File: src/rtl/spi_cmd_regfile_if.sv
`default_nettype none
// ============================================================================
// Module      : spi_cmd_regfile_if
// Description : Command/response channel between the SPI stack and the
//               command-processing register file.
//               recv_* : command word from the SPI stack (val/rdy)
//               send_* : response word toward the SPI stack (val/rdy)
//               cmd_count : number of completed responses (wraps at 256)
//               slave  modport : register-file side
//               master modport : SPI-stack / driver side
// Revision    : 1.0 - initial release
// ============================================================================
interface spi_cmd_regfile_if #(
    parameter int NBITS = 30
) ();
    logic             recv_val;
    logic             recv_rdy;
    logic [NBITS-1:0] recv_msg;
    logic             send_val;
    logic             send_rdy;
    logic [NBITS-1:0] send_msg;
    logic [7:0]       cmd_count;

    modport slave (
        input  recv_val,
        input  recv_msg,
        input  send_rdy,
        output recv_rdy,
        output send_val,
        output send_msg,
        output cmd_count
    );

    modport master (
        output recv_val,
        output recv_msg,
        output send_rdy,
        input  recv_rdy,
        input  send_val,
        input  send_msg,
        input  cmd_count
    );
endinterface
`default_nettype wire

File: src/rtl/spi_cmd_regfile.sv
`default_nettype none
// ============================================================================
// Module      : spi_cmd_regfile
// Description : Executes SPI command words against a 16-entry register file
//               and returns exactly one response word per command.
//               Command word : {op[1:0], addr[3:0], data[NBITS-7:0]}
//               Response word: {op, addr, result}
//               op 00 WRITE, 01 READ, 10 ACCUM, 11 SUM(reg[0..addr]).
//               Ports:
//                 clk   - single clock
//                 reset - asynchronous, active-high
//                 bus   - slave side of spi_cmd_regfile_if
//               NBITS must be at least 8.
// Revision    : 1.0 - initial release
// ============================================================================
module spi_cmd_regfile #(
    parameter int NBITS = 30
) (
    input  wire logic            clk,
    input  wire logic            reset,
    spi_cmd_regfile_if.slave     bus
);
    localparam int DBITS = NBITS - 6;

    localparam logic [1:0] C_OP_WRITE = 2'b00;
    localparam logic [1:0] C_OP_READ  = 2'b01;
    localparam logic [1:0] C_OP_ACCUM = 2'b10;
    localparam logic [1:0] C_OP_SUM   = 2'b11;

    typedef enum logic [1:0] {
        S_IDLE = 2'd0,
        S_EXEC = 2'd1,
        S_RESP = 2'd2
    } state_t;

    state_t             state_q, state_d;
    logic [1:0]         op_q, op_d;
    logic [3:0]         addr_q, addr_d;
    logic [3:0]         idx_q, idx_d;
    logic [DBITS-1:0]   acc_q, acc_d;
    logic [NBITS-1:0]   send_msg_q, send_msg_d;
    logic [7:0]         cmd_count_q, cmd_count_d;
    logic [DBITS-1:0]   regs_q [16];

    // Command field decode
    logic [1:0]         w_cmd_op;
    logic [3:0]         w_cmd_addr;
    logic [DBITS-1:0]   w_cmd_data;
    logic [DBITS-1:0]   w_rd_cmd;
    logic [DBITS-1:0]   w_accum;
    logic [DBITS-1:0]   w_exec_sum;
    logic               w_reg_we;
    logic [DBITS-1:0]   w_reg_wdata;

    assign w_cmd_op   = bus.recv_msg[NBITS-1:NBITS-2];
    assign w_cmd_addr = bus.recv_msg[NBITS-3:NBITS-6];
    assign w_cmd_data = bus.recv_msg[NBITS-7:0];

    // Read port for the incoming command; carries out of DBITS are dropped.
    assign w_rd_cmd   = regs_q[w_cmd_addr];
    assign w_accum    = w_rd_cmd + w_cmd_data;
    assign w_exec_sum = acc_q + regs_q[idx_q];

    // Next-state / datapath control
    always_comb begin
        state_d     = state_q;
        op_d        = op_q;
        addr_d      = addr_q;
        idx_d       = idx_q;
        acc_d       = acc_q;
        send_msg_d  = send_msg_q;
        cmd_count_d = cmd_count_q;
        w_reg_we    = 1'b0;
        w_reg_wdata = w_cmd_data;

        case (state_q)
            S_IDLE: begin
                if (bus.recv_val) begin
                    op_d   = w_cmd_op;
                    addr_d = w_cmd_addr;
                    case (w_cmd_op)
                        C_OP_WRITE: begin
                            w_reg_we    = 1'b1;
                            w_reg_wdata = w_cmd_data;
                            send_msg_d  = {w_cmd_op, w_cmd_addr, w_cmd_data};
                            state_d     = S_RESP;
                        end
                        C_OP_READ: begin
                            send_msg_d  = {w_cmd_op, w_cmd_addr, w_rd_cmd};
                            state_d     = S_RESP;
                        end
                        C_OP_ACCUM: begin
                            w_reg_we    = 1'b1;
                            w_reg_wdata = w_accum;
                            send_msg_d  = {w_cmd_op, w_cmd_addr, w_accum};
                            state_d     = S_RESP;
                        end
                        C_OP_SUM: begin
                            acc_d   = '0;
                            idx_d   = 4'd0;
                            state_d = S_EXEC;
                        end
                        default: state_d = S_IDLE;
                    endcase
                end
            end
            S_EXEC: begin
                acc_d = w_exec_sum;
                // Terminate on the last index rather than on idx wrap, so
                // addr=15 finishes without idx ever rolling past 15.
                if (idx_q == addr_q) begin
                    send_msg_d = {op_q, addr_q, w_exec_sum};
                    state_d    = S_RESP;
                end else begin
                    idx_d = idx_q + 4'd1;
                end
            end
            S_RESP: begin
                if (bus.send_rdy) begin
                    cmd_count_d = cmd_count_q + 8'd1;
                    state_d     = S_IDLE;
                end
            end
            default: state_d = S_IDLE;
        endcase
    end

    always_ff @(posedge clk or posedge reset) begin
        if (reset) begin
            state_q     <= S_IDLE;
            op_q        <= 2'b00;
            addr_q      <= 4'd0;
            idx_q       <= 4'd0;
            acc_q       <= '0;
            send_msg_q  <= '0;
            cmd_count_q <= 8'd0;
            for (int i = 0; i < 16; i++) begin
                regs_q[i] <= '0;
            end
        end else begin
            state_q     <= state_d;
            op_q        <= op_d;
            addr_q      <= addr_d;
            idx_q       <= idx_d;
            acc_q       <= acc_d;
            send_msg_q  <= send_msg_d;
            cmd_count_q <= cmd_count_d;
            if (w_reg_we) begin
                regs_q[w_cmd_addr] <= w_reg_wdata;
            end
        end
    end

    // Handshake outputs come from the state register; recv_rdy is also held
    // low while reset is asserted.
    assign bus.recv_rdy  = (state_q == S_IDLE) && !reset;
    assign bus.send_val  = (state_q == S_RESP);
    assign bus.send_msg  = send_msg_q;
    assign bus.cmd_count = cmd_count_q;

endmodule
`default_nettype wire

File: src/flat_wrapper.sv
// flat-port wrapper written by rule: the top's interface ports become plain ports
module spi_cmd_regfile_flat 
#(
    parameter int NBITS = 30
)
  (clk, reset, bus_recv_val, bus_recv_msg, bus_send_rdy, bus_recv_rdy, bus_send_val, bus_send_msg, bus_cmd_count);
  spi_cmd_regfile_if #(.NBITS(NBITS)) bus_i ();
  input  wire logic clk;
  input  wire logic reset;
  input wire logic [$bits(bus_i.recv_val)-1:0] bus_recv_val;
  input wire logic [$bits(bus_i.recv_msg)-1:0] bus_recv_msg;
  input wire logic [$bits(bus_i.send_rdy)-1:0] bus_send_rdy;
  output wire logic [$bits(bus_i.recv_rdy)-1:0] bus_recv_rdy;
  output wire logic [$bits(bus_i.send_val)-1:0] bus_send_val;
  output wire logic [$bits(bus_i.send_msg)-1:0] bus_send_msg;
  output wire logic [$bits(bus_i.cmd_count)-1:0] bus_cmd_count;
  assign bus_i.recv_val = bus_recv_val;
  assign bus_i.recv_msg = bus_recv_msg;
  assign bus_i.send_rdy = bus_send_rdy;
  assign bus_recv_rdy = bus_i.recv_rdy;
  assign bus_send_val = bus_i.send_val;
  assign bus_send_msg = bus_i.send_msg;
  assign bus_cmd_count = bus_i.cmd_count;
  spi_cmd_regfile #(.NBITS(NBITS)) u_core (.clk(clk), .reset(reset), .bus(bus_i));
endmodule
File: config.mk
export PLATFORM = sky130hd
export DESIGN_NAME = spi_cmd_regfile_flat
export DESIGN_NICKNAME = d
export VERILOG_FILES = /design/src/rtl/spi_cmd_regfile_if.sv /design/src/rtl/spi_cmd_regfile.sv /design/src/flat_wrapper.sv
export SDC_FILE = /design/constraint.sdc
export NUM_CORES = 1
export LEC_CHECK = 0
export CORE_UTILIZATION = 55
export DETAILED_ROUTE_END_ITERATION = 16
export PLACE_DENSITY = 0.72
export RECOVER_POWER = 25
export SYNTH_ARGS = -nofsm -noshare
export SYNTH_HDL_FRONTEND = slang
export SYNTH_SLANG_ARGS = --single-unit
File: constraint.sdc
create_clock -name clk -period 17.7 [get_ports clk]
set_clock_uncertainty 0.1 [all_clocks]
set_input_delay 3.54 -clock clk [delete_from_list [all_inputs] [get_ports clk]]
set_output_delay 3.54 -clock clk [all_outputs]
set_load 0.005 [all_outputs]
Word level (Yosys, flattened, before mapping)

Cells that the tools add are included.

Flip-flop bits (word level): 458
Input port bits: 34
Word-level logic and storage cells: 89

$add $sub $neg: 4
Order comparisons: 3
Equality and inequality tests: 12
Multiplexer cells: 31
Bitwise gates (word level): 2
Reductions and logical operators: 14

Operators with widths:

| operator                                                              | number |
|---|---|
| 384-bit bitwise mux                                                   | 1 |
| 24-bit 2-to-1 mux                                                     | 10 |
| 24-bit binary-select mux with 4-bit select                            | 2 |
| 24-bit demux with 4-bit select                                        | 1 |
| 30-bit case mux with 3 select lines                                   | 1 |
| 30-bit 2-to-1 mux                                                     | 2 |
| 30-bit case mux with 2 select lines                                   | 1 |
| 24-bit adder                                                          | 2 |
| 24-bit case mux with 2 select lines                                   | 1 |
| 4-bit 2-to-1 mux                                                      | 3 |
| 5-bit greater-or-equal comparator, second input constant              | 2 |
| 4-bit NOT with 5-bit output                                           | 2 |
| 8-bit by 1-bit adder with 8-bit output, second input constant         | 1 |
| 2-bit inequality test, second input constant                          | 4 |
| 4-bit case mux with 2 select lines                                    | 1 |
| 4-bit AND reduction                                                   | 2 |
| 2-bit equality test, second input constant                            | 3 |
| 2-bit 2-to-1 mux                                                      | 3 |
| 2-bit case mux with 3 select lines                                    | 1 |
| 3-bit AND reduction                                                   | 2 |
| 5-bit by 1-bit < comparator with 1-bit output, second input constant  | 1 |
| 4-bit by 1-bit adder with 4-bit output, second input constant         | 1 |
| 2-bit by 1-bit equality test with 1-bit output, second input constant | 2 |
| 4-bit equality test                                                   | 1 |
| 11 further kinds                                                      | 16 |

Longest topological paths before layout

Depth in word-level cells: 9
Gate-level depth with buffers: 16
Gate-level depth less buffers: 13

Worst setup path after synthesis

Ideal clock, no wire load.

Path type: input to register
Start point: in bus_recv_msg[25]
End point: reg u_core.regs_q[330] (netlist name)
Setup time: 0.125 ns
Data arrival time: 7.536 ns
Data required time: 17.475 ns
Slack: 9.939 ns
Stages: 15
Buffers on the path: 4
Cell sequence: buf_2 buf_2 buf_1 mux4_2 mux4_2 ha_1 fa_1 a21o_1 a221o_1 o211a_1 o211a_1 or3_4 a41oi_2 buf_6 o21ai_2

Longest elaborated chain between the ends: 9
Elaborated cells on any way between the ends: 14

RTL lines:

| item                                                  | RTL line                                      | text |
|---|---|---|
| start, declared                                       | flat_wrapper.sv:11                            | `input wire logic [$bits(bus_i.recv_msg)-1:0] bus_recv_msg;` |
| 4-bit NOT with 5-bit output (not written as such) (*) | spi_cmd_regfile.sv:60, spi_cmd_regfile.sv:149 |  |
| 24-bit binary-select mux with 4-bit select            | spi_cmd_regfile.sv:60                         | `assign w_rd_cmd = regs_q[w_cmd_addr];` |
| 24-bit 2-to-1 mux (not written as such) (2 in series) | spi_cmd_regfile.sv:60                         |  |
| 24-bit adder                                          | spi_cmd_regfile.sv:61                         | `assign w_accum = w_rd_cmd + w_cmd_data;` |
| 24-bit 2-to-1 mux                                     | spi_cmd_regfile.sv:81                         | `case (w_cmd_op)` |
| 24-bit 2-to-1 mux                                     | spi_cmd_regfile.sv:78                         | `if (bus.recv_val) begin` |
| 24-bit 2-to-1 mux                                     | spi_cmd_regfile.sv:76                         | `case (state_q)` |
| 384-bit bitwise mux (*)                               | spi_cmd_regfile.sv:149                        | `regs_q[w_cmd_addr] <= w_reg_wdata;` |
| end signal, assigned by index                         | spi_cmd_regfile.sv:149                        |  |
| end, declared                                         | spi_cmd_regfile.sv:43                         | `logic [DBITS-1:0] regs_q [16];` |

Mark *: on every way between the ends. The rest lies on a longest branch, timed or not. The select of a mux whose other input is x is not followed.
A chain may end at the register's enable or synchronous reset.

Final worst setup path

Start point: in bus_recv_msg[25]
End point: reg u_core.regs_q[381] (netlist name)

Same word-level chain as after synthesis.

==> out/qor.tcl <==
set qor(die_area_sq_mm) 0.0479
set qor(total_grt_overflow) 0
set qor(switching_power_uw) 1700
set qor(synth_sequential_area_ratio_pct) 44.3
set qor(min-delay-path-class) {reg -> reg}
set qor(worst_ep_arrival_time_ns) 9.12
set qor(maximum_cell_stage_delay_along_the_critical_path_ns) 1.03
set qor(clk_pin_slew_worst_paths_ns) 0.06
set qor(maximum_number_of_pins_on_one_net_before_global_route_repair) 189
set qor(worst_hold_check_slack_ns) 0.377
set qor(intPower_uw) 2980
set qor(synth_async_sr_flop_share_pct) 100
set qor(drt-pass1-iter-count) 7
set qor(detailed_place_hpwl_um) 44400
set qor(timing.final.crit_share_pct) 49.8
set qor(antenna_cells) 0
set qor(globalplace.congestion) 0.929
set qor(postRouteAntennaNets) 0
set qor(core_area_sq_mm) 0.0465
set qor(first_pass_grt_wire_length_um) 114000
set qor(critical_path.slowest_cell) {sky130_fd_sc_hd__a21oi_1}
set qor(yosys_register_bits) 458
set qor(unrepaired_setup_endpoints_after_global_routing) {no}
set qor(ios) 74
set qor(routed_via_density) 6.69
set qor(seq_power_share_pct) 37.5
set qor(power.density_mw_per_mm2) 164
set qor(p_total_uw) 4680
set qor(fin_util_pct) 61.3
set qor(finalHoldViolCount) 0
set qor(syn-cell-area_sq_mm) 0.0258
set qor(required_ns) 18.01
set qor(port-buffer-count) 73
set qor(power.combinational.fraction_pct) 40.0
set qor(cts.hold.buffers_added) 0
set qor(cellLeakagePower_uw) 0.0123
set qor(postSynthCellCount) 2360
set qor(synth_ff_type) {sky130_fd_sc_hd__dfrtp_1}
set qor(worstSetupStartpointType) {input pin}
set qor(min_period_ns) 8.81
set qor(cell_chain_of_the_critical_path) {buf_4 > buf_4 > mux4_2 > mux4_2 > ha_1 > nand2_1 > o311ai_2 > nand3_2 > a21oi_1 > o31a_1 > nor3_1 > a21oi_1 > o21ai_0}
set qor(vias) 19900
set qor(layout.nets) 2411
set qor(netlist-cell-type-count) 79
set qor(wl_per_cell_um) 24.7
set qor(crit_fanout) 63
set qor(cap_viol_max_count) 3
set qor(swShare_pct) 36.4
set qor(category_of_the_worst_setup_path_capture_point) {flop}
set qor(route.final.wire_length_um) 73400
set qor(power.ir.vdd_worst_uv) 270
set qor(library_cell_used_as_clock_root_buffer) {sky130_fd_sc_hd__clkbuf_16}
set qor(placement_rows) 79
set qor(drc) 0
set qor(slew_headroom_pct) -255
set qor(via_count_of_the_first_global_routing_pass) 19800
set qor(cts.htree.levels) 2
set qor(cts.sink_count) 458
set qor(post-cts-setup-buffer-count) 0
set qor(worst-setup-path-type) {in -> reg}
set qor(synth_area_per_inst_sq_um) 11.0
set qor(ys.warnings.count) 0
set qor(numCtsBuffers) 48
set qor(outcome) {finished, violations left}
set qor(floorplan.die.width_um) 219
set qor(number_of_antenna_violations_at_the_first_check_in_global_routing) 1
set qor(setup_tns_ns) 0
set qor(slew_violations) 172
set qor(transition_at_the_pin_with_the_smallest_max_transition_slack_ns) 5.29
set qor(initial_utilization_pct) 55.6
set qor(synth_enable_flop_cells) 0
set qor(post_route_cells_drive_above_1_share_pct) 18.8
set qor(cts_buffer_depth) 3
set qor(postSynthNetCount) 2448
set qor(areaGrowthSynthToFinish_pct) 10.3
set qor(failed_checks) {max-capacitance violations, max-slew violations}
set qor(clk_latency_ns) 0.60
set qor(die_height_um) 219
set qor(first_iter_violations) 2322
set qor(tritoncts) {built}
set qor(nFillCells) 3610
set qor(global_router_s_overall_resource_usage_pct) 31.4
set qor(fmaxAchievable_mhz) 114
set qor(power_frac_clock_pct) 22.6
set qor(finalSetupViolCount) 0
set qor(cts.repair.resized) 0
==> cells by family (layout without fill, tap and decap cells) <==
family | count (synthesis) | count (layout) | synth area share, %
flip-flops | 458 | 458 | 44.3
adder cells (fa/ha/maj) | 54 | 54 | 2.67
XOR/XNOR | 37 | 37 | 1.25
AO/OA/AOI/OAI | 659 | 659 | 15.3
AND/OR/NAND/NOR | 651 | 651 | 10.6
buffers and inverters | 232 | 233 | 3.94
multiplexers | 269 | 269 | 22.0
==> cell usage in the layout (no fill, tap or decap), types with 7 or more instances in the layout <==
cell,Yosys,layout
sky130_fd_sc_hd__a31oi_1,27,27
sky130_fd_sc_hd__xor2_1,18,18
sky130_fd_sc_hd__mux2_2,7,7
sky130_fd_sc_hd__o211ai_1,11,11
sky130_fd_sc_hd__or3_1,12,12
sky130_fd_sc_hd__mux4_2,237,237
sky130_fd_sc_hd__o21a_1,9,9
sky130_fd_sc_hd__nand2_1,330,321
sky130_fd_sc_hd__xnor2_1,19,19
sky130_fd_sc_hd__nor2b_1,20,18
sky130_fd_sc_hd__a211oi_1,16,16
sky130_fd_sc_hd__dlygate4sd3_1,0,42
sky130_fd_sc_hd__and2_1,11,9
sky130_fd_sc_hd__and3_1,12,11
sky130_fd_sc_hd__o21ai_1,11,11
sky130_fd_sc_hd__nand2_2,0,9
sky130_fd_sc_hd__mux2i_1,24,24
sky130_fd_sc_hd__ha_1,52,52
sky130_fd_sc_hd__a21oi_2,20,20
sky130_fd_sc_hd__a21oi_1,186,186
sky130_fd_sc_hd__clkdlybuf4s50_1,0,27
sky130_fd_sc_hd__a21o_1,26,26
sky130_fd_sc_hd__nor3_1,15,14
sky130_fd_sc_hd__nor2_1,205,204
sky130_fd_sc_hd__a221oi_1,10,10
sky130_fd_sc_hd__clkbuf_8,0,13
sky130_fd_sc_hd__inv_1,27,26
sky130_fd_sc_hd__clkinv_2,0,12
sky130_fd_sc_hd__buf_4,2,44
sky130_fd_sc_hd__clkbuf_16,0,50
sky130_fd_sc_hd__o21ai_2,12,12
sky130_fd_sc_hd__o21ai_0,270,270
sky130_fd_sc_hd__a22o_1,8,8
sky130_fd_sc_hd__dfrtp_1,458,455
sky130_fd_sc_hd__nand3_1,16,15
==> flip-flops by register name, indices dropped and copies added (netlist names) <==
name / count
u_core.bus.send_msg: 30
u_core.acc_q: 24
u_core.state_q: 2
u_core.idx_q: 4
u_core.addr_q: 4
u_core.bus.cmd_count: 8
u_core.op_q: 2
u_core.regs_q: 384
==> stage by stage <==
step	setup WS, ns	cells	cell area (sq um)
6_report	8.89	2968	28500
5_1_grt	8.33	2968	28500
4_1_cts	9.05	2968	28500
3_5_place_dp	8.42	2880	26800
3_3_place_gp	8.50	2880	26800
2_1_floorplan	1.29	2360	25800
==> power groups by stage <==
stage                     Combinational (uW)  Sequential (uW)  Clock, uW
final                                   1870             1750       1060
after global routing                    2040             1800       1110
after CTS                               1870             1740       1070
after detailed placement                1860             1760          0
after global placement                  1800             1720          0
after floorplan                         1420             1650          0
==> routing by layer <==
| layer | vias up | GRT usage (%) | share of wire (%) |
|---|---|---|---|
| li1 | 8595 | - | - |
| met2 | 1046 | 49.3 | 47 |
| met4 | 2 | 13.1 | 3.9 |
| met1 | 10000 | 43.3 | 39 |
| met5 | - | 0 | 0.026 |
| met3 | 215 | 5.78 | 9.8 |
==> final cells by class <==
cell class	count	area, sq um	share of cell area (%)
flip-flops and latches	458	11500	40.2
well taps	607	759	2.66
clock buffers	68	1450	5.08
inverters	27	103	0.360
clock inverters	20	221	0.777
multi-input cells	1670	13400	47.1
repair buffers	118	1070	3.74
==> critical path, delay by kind of cell <==
kind	cells	cell delay, ns
compound gates	5	2.18
fa+ha+maj	1	0.42
buf+inv	2	1.36
mux	2	0.97
simple gates	3	0.43
==> Yosys cell counts (all sizes together), types with 7 or more instances <==
cell,number,share of area (%)
o21ai,293,5.8
a221oi,12,0.45
nand3,17,0.35
a21oi,206,4.3
nand2,330,4.8
nor2b,20,0.48
o21a,9,0.26
nor2,205,3.0
and2,11,0.27
dfrtp,458,44
buf,81,1.7
a22o,8,0.27
ha,52,2.5
mux4,237,21
a21o,26,0.76
o211ai,12,0.37
inv,27,0.39
or3,13,0.33
xor2,18,0.61
a31oi,27,0.65
mux2,7,0.30
and3,12,0.29
xnor2,19,0.64
nor3,15,0.29
clkbuf,124,1.8
mux2i,25,1.0
a211oi,17,0.51
==> final timing paths <==
check	startpoint	to	slack (ns)	cells after the start
max in group asynchronous	reset	u_core.regs_q[81]	9.25	4
hold / removal	u_core.bus.cmd_count[7]	u_core.bus.cmd_count[7]	0.38	1
min in group asynchronous	reset	u_core.bus.send_msg[29]	4.99	2
setup / recovery	bus_recv_msg[25]	u_core.regs_q[381]	8.89	13
setup reg to reg	u_core.idx_q[0]	u_core.bus.send_msg[21]	12.15	12
hold reg to reg	u_core.bus.cmd_count[7]	u_core.bus.cmd_count[7]	0.38	1
No activity file was read; power rests on OpenSTA's default activity.
